`config.mk`:
```
export PLATFORM = sky130hd
export DESIGN_NAME = instr_sequencer
export DESIGN_NICKNAME = d
export VERILOG_FILES = /design/src/rtl/seq_pkg.sv /design/src/rtl/instr_decode.sv /design/src/rtl/instr_sequencer.sv
export SDC_FILE = /design/constraint.sdc
export NUM_CORES = 1
export LEC_CHECK = 0
export CELL_PAD_IN_SITES_DETAIL_PLACEMENT = 1
export CELL_PAD_IN_SITES_GLOBAL_PLACEMENT = 1
export CORE_MARGIN = 4
export CORE_UTILIZATION = 34
export DETAILED_ROUTE_END_ITERATION = 7
export PLACE_DENSITY = 0.81
export SYNTH_ARGS = -nofsm -noshare
export SYNTH_HDL_FRONTEND = slang
export SYNTH_SLANG_ARGS = --single-unit
```
`constraint.sdc`:
```
create_clock -name clk -period 2 [get_ports clk]
set_clock_uncertainty 0.05 [all_clocks]
set_input_delay 0.6 -clock clk [delete_from_list [all_inputs] [get_ports clk]]
set_output_delay 0.6 -clock clk [all_outputs]
set_load 0.01 [all_outputs]
```
`src/rtl/seq_pkg.sv`:
```
// Shared definitions for the instruction sequencer: opcodes, FSM states and field positions.
package seq_pkg;

    localparam int unsigned InstrW = 8;
    localparam int unsigned ImmW   = 4;

    localparam int unsigned OpMsb  = 7;
    localparam int unsigned OpLsb  = 6;
    localparam int unsigned DstBit = 5;
    localparam int unsigned SrcBit = 4;
    localparam int unsigned ImmMsb = 3;
    localparam int unsigned ImmLsb = 0;

    localparam logic [1:0] OpLdi = 2'b00;
    localparam logic [1:0] OpMov = 2'b01;
    localparam logic [1:0] OpAdd = 2'b10;
    localparam logic [1:0] OpHlt = 2'b11;

    typedef enum logic [2:0] {
        StIdle,
        StDecode,
        StRdS,
        StRdD,
        StWb,
        StHalt
    } seq_state_e;

endpackage

```
`src/rtl/instr_decode.sv`:
```
// Combinational split of an instruction word into opcode, register selects and immediate.
module instr_decode
    import seq_pkg::*;
(
    input  logic [InstrW-1:0] instr_i,
    output logic [1:0]        opcode_o,
    output logic              dst_o,
    output logic              src_o,
    output logic [ImmW-1:0]   imm_o
);

    always_comb begin
        opcode_o = instr_i[OpMsb:OpLsb];
        dst_o    = instr_i[DstBit];
        src_o    = instr_i[SrcBit];
        imm_o    = instr_i[ImmMsb:ImmLsb];
    end

endmodule

```
`src/rtl/instr_sequencer.sv`:
```
// Multi-cycle sequencer for a 2-register LDI/MOV/ADD/HLT machine with registered outputs.
// Optional carry flag output is built when SEQ_CARRY_FLAG_EN is defined.
module instr_sequencer
    import seq_pkg::*;
#(
    parameter int unsigned DW = 8
) (
    input  logic              clk,
    input  logic              reset,
    input  logic              instr_valid,
    input  logic [InstrW-1:0] instr_data,
    output logic              instr_ready,
    input  logic [DW-1:0]     rdata,
    output logic              rsel,
    output logic              we,
    output logic              waddr,
    output logic [DW-1:0]     wdata,
    output logic              instr_done,
    output logic              halted
`ifdef SEQ_CARRY_FLAG_EN
    ,
    output logic              carry
`endif
);

    seq_state_e        state_q, state_d;
    logic [InstrW-1:0] instr_q, instr_d;
    logic [DW-1:0]     op_s_q, op_s_d;
    logic              ready_q, ready_d;
    logic              rsel_q, rsel_d;
    logic              we_q, we_d;
    logic              waddr_q, waddr_d;
    logic [DW-1:0]     wdata_q, wdata_d;
    logic              done_q, done_d;
    logic              halted_q, halted_d;
`ifdef SEQ_CARRY_FLAG_EN
    logic              carry_q, carry_d;
    logic [DW:0]       sum;
`endif

    logic [1:0]        opcode;
    logic              dst;
    logic              src;
    logic [ImmW-1:0]   imm;

    instr_decode u_decode (
        .instr_i  (instr_q),
        .opcode_o (opcode),
        .dst_o    (dst),
        .src_o    (src),
        .imm_o    (imm)
    );

    // Outputs are computed for the state being entered so they are registered yet
    // aligned with the cycle spent in that state.
    always_comb begin
        state_d  = state_q;
        instr_d  = instr_q;
        op_s_d   = op_s_q;
        ready_d  = 1'b0;
        rsel_d   = 1'b0;
        we_d     = 1'b0;
        waddr_d  = waddr_q;
        wdata_d  = wdata_q;
        done_d   = 1'b0;
        halted_d = halted_q;
`ifdef SEQ_CARRY_FLAG_EN
        carry_d  = carry_q;
        sum      = '0;
`endif
        unique case (state_q)
            StIdle: begin
                if (instr_valid) begin
                    instr_d = instr_data;
                    state_d = StDecode;
                end else begin
                    ready_d = 1'b1;
                end
            end
            StDecode: begin
                unique case (opcode)
                    OpLdi: begin
                        state_d = StWb;
                        we_d    = 1'b1;
                        done_d  = 1'b1;
                        waddr_d = dst;
                        wdata_d = DW'(imm);
                    end
                    OpMov, OpAdd: begin
                        state_d = StRdS;
                        rsel_d  = src;
                    end
                    OpHlt: begin
                        state_d  = StHalt;
                        halted_d = 1'b1;
                    end
                    default: state_d = StIdle;
                endcase
            end
            StRdS: begin
                op_s_d = rdata;
                if (opcode == OpMov) begin
                    state_d = StWb;
                    we_d    = 1'b1;
                    done_d  = 1'b1;
                    waddr_d = dst;
                    wdata_d = rdata;
                end else begin
                    state_d = StRdD;
                    rsel_d  = dst;
                end
            end
            StRdD: begin
                state_d = StWb;
                we_d    = 1'b1;
                done_d  = 1'b1;
                waddr_d = dst;
`ifdef SEQ_CARRY_FLAG_EN
                sum     = {1'b0, op_s_q} + {1'b0, rdata};
                wdata_d = sum[DW-1:0];
                carry_d = sum[DW];
`else
                wdata_d = op_s_q + rdata;
`endif
            end
            StWb: begin
                state_d = StIdle;
                ready_d = 1'b1;
            end
            StHalt: begin
                halted_d = 1'b1;
            end
            default: begin
                state_d = StIdle;
                ready_d = 1'b1;
            end
        endcase
    end

    always_ff @(posedge clk) begin
        if (!reset) begin
            state_q  <= StIdle;
            instr_q  <= '0;
            op_s_q   <= '0;
            ready_q  <= 1'b1;
            rsel_q   <= 1'b0;
            we_q     <= 1'b0;
            waddr_q  <= 1'b0;
            wdata_q  <= '0;
            done_q   <= 1'b0;
            halted_q <= 1'b0;
`ifdef SEQ_CARRY_FLAG_EN
            carry_q  <= 1'b0;
`endif
        end else begin
            state_q  <= state_d;
            instr_q  <= instr_d;
            op_s_q   <= op_s_d;
            ready_q  <= ready_d;
            rsel_q   <= rsel_d;
            we_q     <= we_d;
            waddr_q  <= waddr_d;
            wdata_q  <= wdata_d;
            done_q   <= done_d;
            halted_q <= halted_d;
`ifdef SEQ_CARRY_FLAG_EN
            carry_q  <= carry_d;
`endif
        end
    end

    assign instr_ready = ready_q;
    assign rsel        = rsel_q;
    assign we          = we_q;
    assign waddr       = waddr_q;
    assign wdata       = wdata_q;
    assign instr_done  = done_q;
    assign halted      = halted_q;
`ifdef SEQ_CARRY_FLAG_EN
    assign carry       = carry_q;
`endif

endmodule

```
# Yosys cells after proc, flatten, opt, wreduce, memory -nomap -nowiden
# Index checks and enable logic that the tools add are counted.
[word_totals]
regBits = 32
in_bits = 19
output_inout_bits = 14
wordCells = 52
[classes]
add_sub_neg = 1
n_eq_ne = 11
muxes = 20
bitwise_logic = 1
n_reduce_logical = 10
[op_table]
columns = ["op", "count"]
rows = [
  ["8-bit one-hot mux with 3 select lines", 1],
  ["8-bit two-way mux", 2],
  ["3-bit one-hot mux with 5 select lines", 1],
  ["3-bit one-hot mux with 3 select lines", 1],
  ["8-bit adder", 1],
  ["1-bit two-way mux", 8],
  ["2-bit inequality test (second input constant)", 4],
  ["3-bit by 2-bit equality test with 1-bit output (second input constant)", 2],
  ["3-bit two-way mux", 2],
  ["1-bit one-hot mux with 2 select lines", 3],
  ["1-bit one-hot mux with 3 select lines", 2],
  ["2-bit AND reduction", 3],
  ["2-bit equality test (second input constant)", 2],
  ["4-bit OR reduction", 1],
  ["3-bit by 1-bit equality test with 1-bit output (second input constant)", 1],
  ["3-bit equality test (second input constant)", 1],
  ["3-bit logical NOT", 1],
  ["3-bit AND reduction", 1],
  ["3-bit nonzero test", 1],
  ["2-bit by 1-bit equality test with 1-bit output (second input constant)", 1],
  ["2-bit logical NOT", 1],
  ["2-bit nonzero test", 1],
  ["2-bit OR reduction", 1],
  ["1-bit inverter", 1],
]

# Logic depth before layout (Yosys ltp)
# Gate-level depths: netlist of run 1.
[logic_depth]
depth_word = 4
depth_mapped = 8
depth_no_buf = 8

# Modules after synthesis
# Synthesis of run 1 repeated with hierarchy kept, for this count alone.
[unflattened]
cells_unflattened = 214
hier_area_um2 = 1711.6
[modules_own_cells]
columns = ["module", "n_inst", "cells_per_inst", "area_each_um2", "seq_area_each_um2"]
rows = [
  ["instr_sequencer", 1, 206, 1651.6, 640.6],
  ["instr_decode", 1, 8, 60.1, 0.0],
]

# Worst setup path after synthesis of run 1
# Ideal clock, no wire load.
[synth_timing]
path_kind = "in2reg"
start = "in rdata[0]"
end = "reg wdata_q[4] (netlist: wdata[4])"
setup_time_ns = 0.092
arrival_time_ns = 1.919
required_time_ns = 1.858
path_slack_ns = -0.061
stages = 8
path_buffers = 0
cell_sequence = "ha_1 > inv_1 > fa_1 > nand2b_1 > a21oi_1 > xor2_1 > mux2i_1 > o32ai_1"
[synth_via]
elab_chain_cells = 2
[synth_lines]
columns = ["element", "line_no", "rtl"]
rows = [
  ["start, declared", "instr_sequencer.sv:13", "input logic [DW-1:0] rdata,"],
  ["8-bit adder", "instr_sequencer.sv:123", "wdata_d = op_s_q + rdata;"],
  ["8-bit one-hot mux with 3 select lines", "instr_sequencer.sv:71", "unique case (state_q)"],
  ["end signal, assigned", "instr_sequencer.sv:163", "wdata_q <= wdata_d;"],
  ["end, declared", "instr_sequencer.sv:33", "logic [DW-1:0] wdata_q, wdata_d;"],
]
# Every way passes these cells.
# A chain may end at the register's enable or synchronous reset.

# Final worst setup path of run 1
[layout_timing]
start = "in rdata[1]"
end = "reg wdata_q[4] (netlist: wdata[4])"
# Same word-level chain as after synthesis.

==> metrics.yaml, run 1 <==
route:
  drt_wl_total_um: 4780
  drc: 0
  via_per_inst: 4.82
  vias: 1606
  wire_per_inst_um: 14.4
  dr.pass1.iters: 4
  drtAntennaViolNets: 0
  drt-initial-drc-count: 73
place:
  dp_cells: 321
  gp_congestion: 0.805
  io_buffers: 32
  placed_area_mm2: 0.00230
  dp_hpwl_um: 3530
cells_and_area:
  layout_common_cells: "nand2_1 (42), dfxtp_1 (32), buf_4 (29)"
  diodes: 0
  fillerInstances: 588
  final_common_cell: "nand2_1"
  drive_above_1_share_pct: 22.2
  fin_nets: 296
  syn_to_final_growth_pct: 42.1
  stdcell_area_mm2: 0.00251
  layoutNonFillerInstCount: 333
worst_hold_path:
  hp-class: "reg -> reg"
  whs_endpoint: "instr_q[0]$_SDFFE_PN0P_"
  min_from: "instr_q[0]$_SDFFE_PN0P_"
  worstHoldPathCells: 2
power:
  ir_drop_mv: 0.401
  p_int_uw: 1070
  combinationalPowerShare_pct: 17.9
  p_seq_share_pct: 46.5
  p_clk_share_pct: 35.5
  p_switching_uw: 392
  pwr_density_cell_mw_per_mm2: 585
  p_sw_share_pct: 26.7
  p_leak_uw: 0.000985
logic_synthesis:
  synth_nets: 241
  synth_seq_cells: 32
  yosys_warnings: 0
  async_flop_share_pct: 0
  synth-main-ff-cell: "dfxtp_1"
  avgSynthCellArea_um2: 8.40
  yosysSeqAreaShare_pct: 36.3
  synth_cell_type_count: 44
  syn_inst: 210
  synth_edf_count: 0
  syn_area_mm2: 0.00176
timing:
  slew_viol_final: 0
  fin_crit_sh_pct: 96.1
  setup_viol: 0
  tightestPinTransition_ns: 0.429
  grt_setup_unrepaired: "false"
  relSlewSlack_pct: 71.3
  fin_crit_ns: 1.92
  max_freq_mhz: 520
  hold_viol_final: 0
critical_path:
  crit_fanout: 2
  arrival_ns: 2.07
  worstPathCellList: "dlygate4sd2_1 -> inv_2 -> fa_2 -> nand2b_4 -> a21oi_2 -> xor2_1 -> mux2i_1 -> o32ai_1"
  cpPeakStageDelay_ns: 0.40
  crit_buf_inv: 2
  r2r_setup_slack_ns: 0.17
  crit_path_start_kind: "primary input"
  cp.required_ns: 2.14
  crit_path_top_delay_cell: "fa_2"
  cp-end-kind: "flip-flop"
  rr_worst_depth: 8
  r2r-start: "op_s_q[0]$_SDFFE_PN0P_"
  reg2reg_to: "wdata[4]$_SDFFE_PN0P_"
  crit_family: "adder cells"
  crit_type: "in -> reg"
clocking:
  clock_sinks: 32
  cts-buffers-inserted: 5
  ctsRootBufferMaster: "clkbuf_8"
  cts_max_level: 2
  path_clk_slew_ns: 0.07
  ctsLongestPathBuffers: 2
  clk_latency_ns: 0.28
  cts_tree: "yes"
floorplan:
  coreArea_mm2: 0.00488
  io_pins: 33
  row_count: 25
  die_y_um: 80.0
  start_util_pct: 36.2
  die_area_mm2: 0.00641
  fp.dieW_um: 80.0
job:
  cap_viol_max_count: 0
grt:
  grt_pass1_wl_um: 7970
  grt_use_total_pct: 16.3
  grt_pass1_vias: 1658
  grt_max_degree: 23
  antenna_found_initial: 0
  grt_overflow_total: 0
outcome:
  status: "finished clean"
-- tightest hold or removal path: stages (launching register included) --
cell and delay [ns]:
dfxtp_1 0.31, nand2_1 0.05, a21boi_0 0.06
-- layout make-up --
type | count | area (um2) | share of cell area [%]
tap | 67 | 83.8 | 3.34
inverter | 9 | 33.8 | 1.35
clock buffer | 6 | 82.6 | 3.30
multi-input combinational | 156 | 1130 | 45.1
timing repair buffer | 61 | 526 | 21.0
sequential | 32 | 641 | 25.6
clock inverter | 2 | 10.0 | 0.399
-- per-stage QoR --
| step | setup TNS (ns) | utilization [%] | hold WS [ns] | total power (uW) | setup slack (ns) |
|---|---|---|---|---|---|
| floorplan | 0 | - | 0.385 | 827 | 0.0254 |
| finish | 0 | 51.4 | 0.417 | 1470 | 0.0778 |
| CTS | -0.0120 | 50.7 | 0.420 | 1490 | -0.0120 |
| detailed placement | -3.89 | 47.2 | 0.410 | 953 | -0.627 |
| global placement | -3.30 | 47.2 | 0.397 | 944 | -0.526 |
| global route | 0 | 51.4 | 0.446 | 1560 | 0.00282 |
-- synthesized netlist by cell type (all sizes together) (2+ instances only) --
cell | number | area [um2]
nand2b | 3 | 18.8
a21oi | 10 | 61.3
o21a | 2 | 15.0
nor2 | 11 | 41.3
nor2b | 8 | 50.1
dfxtp | 32 | 641
a22o | 2 | 17.5
inv | 9 | 33.8
xnor2 | 3 | 26.3
mux2i | 5 | 50.1
nand4 | 2 | 12.5
nand3 | 6 | 30.0
nand2 | 43 | 164
ha | 11 | 138
and3b | 2 | 17.5
o32ai | 2 | 25.0
clkbuf | 5 | 18.8
buf | 8 | 48.8
o21ai | 11 | 55.1
a21boi | 16 | 120
xor2 | 3 | 26.3
-- layer usage --
metal / global-route usage [%] / up-vias / routed length (um)
li1: - / 821 / -
met5: 0 / - / 0
met3: 4.29 / 6 / 155
met1: 19.5 / 754 / 2070
met4: 4.56 / 0 / 59
met2: 28.6 / 25 / 2500
-- repair_timing --
item / in CTS / in global routing
resized for setup: 20 / 4
hold buffers: 0 / 0
pin swaps: 10 / 8
buffers inserted: 2 / 2
endpoints found under the setup margin: 7 / 4
-- how the worst max path moves through the flow --
stage	start	endpoint	slack (ns)	cells past startpoint
after floorplan	rdata[0]	wdata[4]$_SDFFE_PN0P_	0.03	8
after global placement	rdata[0]	wdata[4]$_SDFFE_PN0P_	-0.53	9
after detailed placement	rdata[0]	wdata[4]$_SDFFE_PN0P_	-0.63	9
after CTS	rdata[0]	wdata[4]$_SDFFE_PN0P_	-0.01	9
after global routing	rdata[1]	wdata[4]$_SDFFE_PN0P_	0.003	8
final	rdata[1]	wdata[4]$_SDFFE_PN0P_	0.08	8
-- flip-flops by register name (all words and copies together) (netlist names) --
name,cells
op_s_q,8
wdata,8
halted,1
rsel,1
waddr,1
instr_ready,1
instr_done,1
instr_q,8
state_q,3
-- cell families (layout without fill, tap and decap cells) --
group                    after synthesis  count (layout)  share of synthesized area [%]
buffers and inverters                 22              78                           5.74
adder cells (fa/ha/maj)               12              12                           8.94
flip-flops                            32              32                           36.3
multiplexers                           5               5                           2.84
AND/OR/NAND/NOR                       80              80                           22.1
AO/OA/AOI/OAI                         53              53                           21.1
XOR/XNOR                               6               6                           2.98
-- power by group through the flow --
stage          registers, uW  clock network [uW]  logic [uW]
2_1_floorplan            690                   0         137
3_3_place_gp             696                   0         248
3_5_place_dp             696                   0         257
4_1_cts                  682                 540         264
5_1_grt                  685                 581         290
6_report                 682                 521         263
(Power assumes the default switching activity.)
==> run 2, diff against run 1 <==
--- a/config.mk
+++ b/config.mk
@@ -10,7 +10,7 @@
 export CORE_MARGIN = 4
 export CORE_UTILIZATION = 34
 export DETAILED_ROUTE_END_ITERATION = 7
-export PLACE_DENSITY = 0.81
+export PLACE_DENSITY = 0.75
 export SYNTH_ARGS = -nofsm -noshare
 export SYNTH_HDL_FRONTEND = slang
 export SYNTH_SLANG_ARGS = --single-unit
==> metrics.yaml, run 2 (synthesis gave the netlist of run 1 again) <==
route:
  dr.pass1.iters: 4
  drt_wl_total_um: 4700
  vias: 1622
  drt-initial-drc-count: 47
  via_per_inst: 4.92
  wire_per_inst_um: 14.2
  drtAntennaViolNets: 0
  drc: 0
power:
  p_total_uw: 1470
  ir_drop_mv: 0.358
  p_leak_uw: 0.000972
  pwr_density_cell_mw_per_mm2: 591
critical_path:
  crit_fanout: 2
  crit_type: "in -> reg"
  r2r-start: "op_s_q[0]$_SDFFE_PN0P_"
  arrival_ns: 2.04
  crit_path_start_kind: "primary input"
  cp-end-kind: "flip-flop"
  cp.required_ns: 2.13
  critPathLaunch: "rdata[1]"
worst_hold_path:
  min_from: "instr_q[0]$_SDFFE_PN0P_"
  hp-class: "reg -> reg"
place:
  dp_cells: 320
  dp_hpwl_um: 3390
  pre_cts_ws_ns: -0.596
  gp_congestion: 0.811
  io_buffers: 32
cells_and_area:
  final_common_cell: "nand2_1"
  fin_nets: 293
  final-seq-area_um2: 641
  multi_input_area_mm2: 0.00113
  diodes: 0
  layoutNonFillerInstCount: 330
  drive_above_1_share_pct: 20.2
  final_util_pct: 50.9
  syn_to_final_growth_pct: 40.9
  layout_common_cells: "nand2_1 (42), dfxtp_1 (32), clkdlybuf4s50_1 (25), buf_4 (25), a21boi_0 (13)"
  fillerInstances: 577
clocking:
  holdBufCountCts: 0
  clock_sinks: 32
  cts_max_level: 2
  cts-buffers-inserted: 5
  clk_latency_ns: 0.29
  ctsLongestPathBuffers: 2
  cts_tree: "yes"
  path_clk_slew_ns: 0.07
  ctsRootBufferMaster: "clkbuf_8"
timing:
  max_freq_mhz: 522
  relSlewSlack_pct: 71.5
  fin_crit_ns: 1.92
  fin_crit_sh_pct: 95.8
  slew_viol_final: 0
  tightestPinTransition_ns: 0.428
  worst_slack_ns: 0.0842
  whs_ns: 0.414
  hold_viol_final: 0
  setup_viol: 0
  grt_setup_unrepaired: "false"
job:
  cap_viol_max_count: 0
floorplan:
  start_util_pct: 36.2
  coreArea_mm2: 0.00488
  io_pins: 33
  row_count: 25
  die_area_mm2: 0.00641
  die_y_um: 80.0
  fp.dieW_um: 80.0
outcome:
  status: "finished clean"
grt:
  grt_max_degree: 19
  antenna_found_initial: 0
  grt_pass1_vias: 1717
  grt_overflow_total: 0
  grt_use_total_pct: 16.0
  grt_pass1_wl_um: 8010
-- run 2: changes by cell type in the layout (fill, tap and decap cells not counted), sizes merged --
cell and change:
buf -2, clkbuf -1
-- run 2: path summary, 6_finish.rpt --
kind	end	slack, ns	depth (start not counted)
max	wdata[2]$_SDFFE_PN0P_	0.08	9
min	instr_q[0]$_SDFFE_PN0P_	0.41	2
max reg2reg	wdata[2]$_SDFFE_PN0P_	0.17	9
min reg2reg	instr_q[0]$_SDFFE_PN0P_	0.41	2
-- run 2: cell type report --
| cell class | instances | share of cell area, % |
|---|---|---|
| clock buffers | 6 | 3.32 |
| multi-input cells | 156 | 45.4 |
| repair buffers | 58 | 20.4 |
| inverters | 9 | 1.36 |
| well taps | 67 | 3.37 |
| flip-flops and latches | 32 | 25.8 |
| clock inverters | 2 | 0.403 |
-- run 2: layer usage --
metal / part of all wire, % / up-vias / GRT usage [%]
met2: 50 / 28 / 28.6
li1: - / 820 / -
met3: 3.0 / 6 / 2.93
met1: 46 / 768 / 19.0
met4: 1.1 / 0 / 5.57
met5: 0 / - / 0
-- run 2: stage by stage --
stage          setup TNS [ns]  cell area, um2
4_1_cts                     0            2480
3_5_place_dp            -3.58            2290
3_3_place_gp            -3.38            2290
2_1_floorplan               0            1780
5_1_grt                     0            2490
6_report                    0            2490
-- run 2: power by group --
part           total (uW)  switching [uW]  leakage (uW)  internal [uW]
clock network         526             251     0.0000510            275
logic                 264             126      0.000661            138
registers             680            19.6      0.000260            661
total                1470             397      0.000972           1070
-- run 2: worst max-delay path, stage by stage --
cell and delay, ns:
dlygate4sd2_1 0.23, inv_1 0.07, fa_2 0.40, buf_4 0.14, xnor2_1 0.12, mux2i_1 0.18
nor2_1 0.08, a21oi_1 0.13, o22ai_1 0.09
-- run 2: repair_timing --
item,4_1_cts,5_1_grt
pin swaps,9,1
resized for setup,20,2
buffers inserted,2,0
endpoints found under the setup margin,7,3
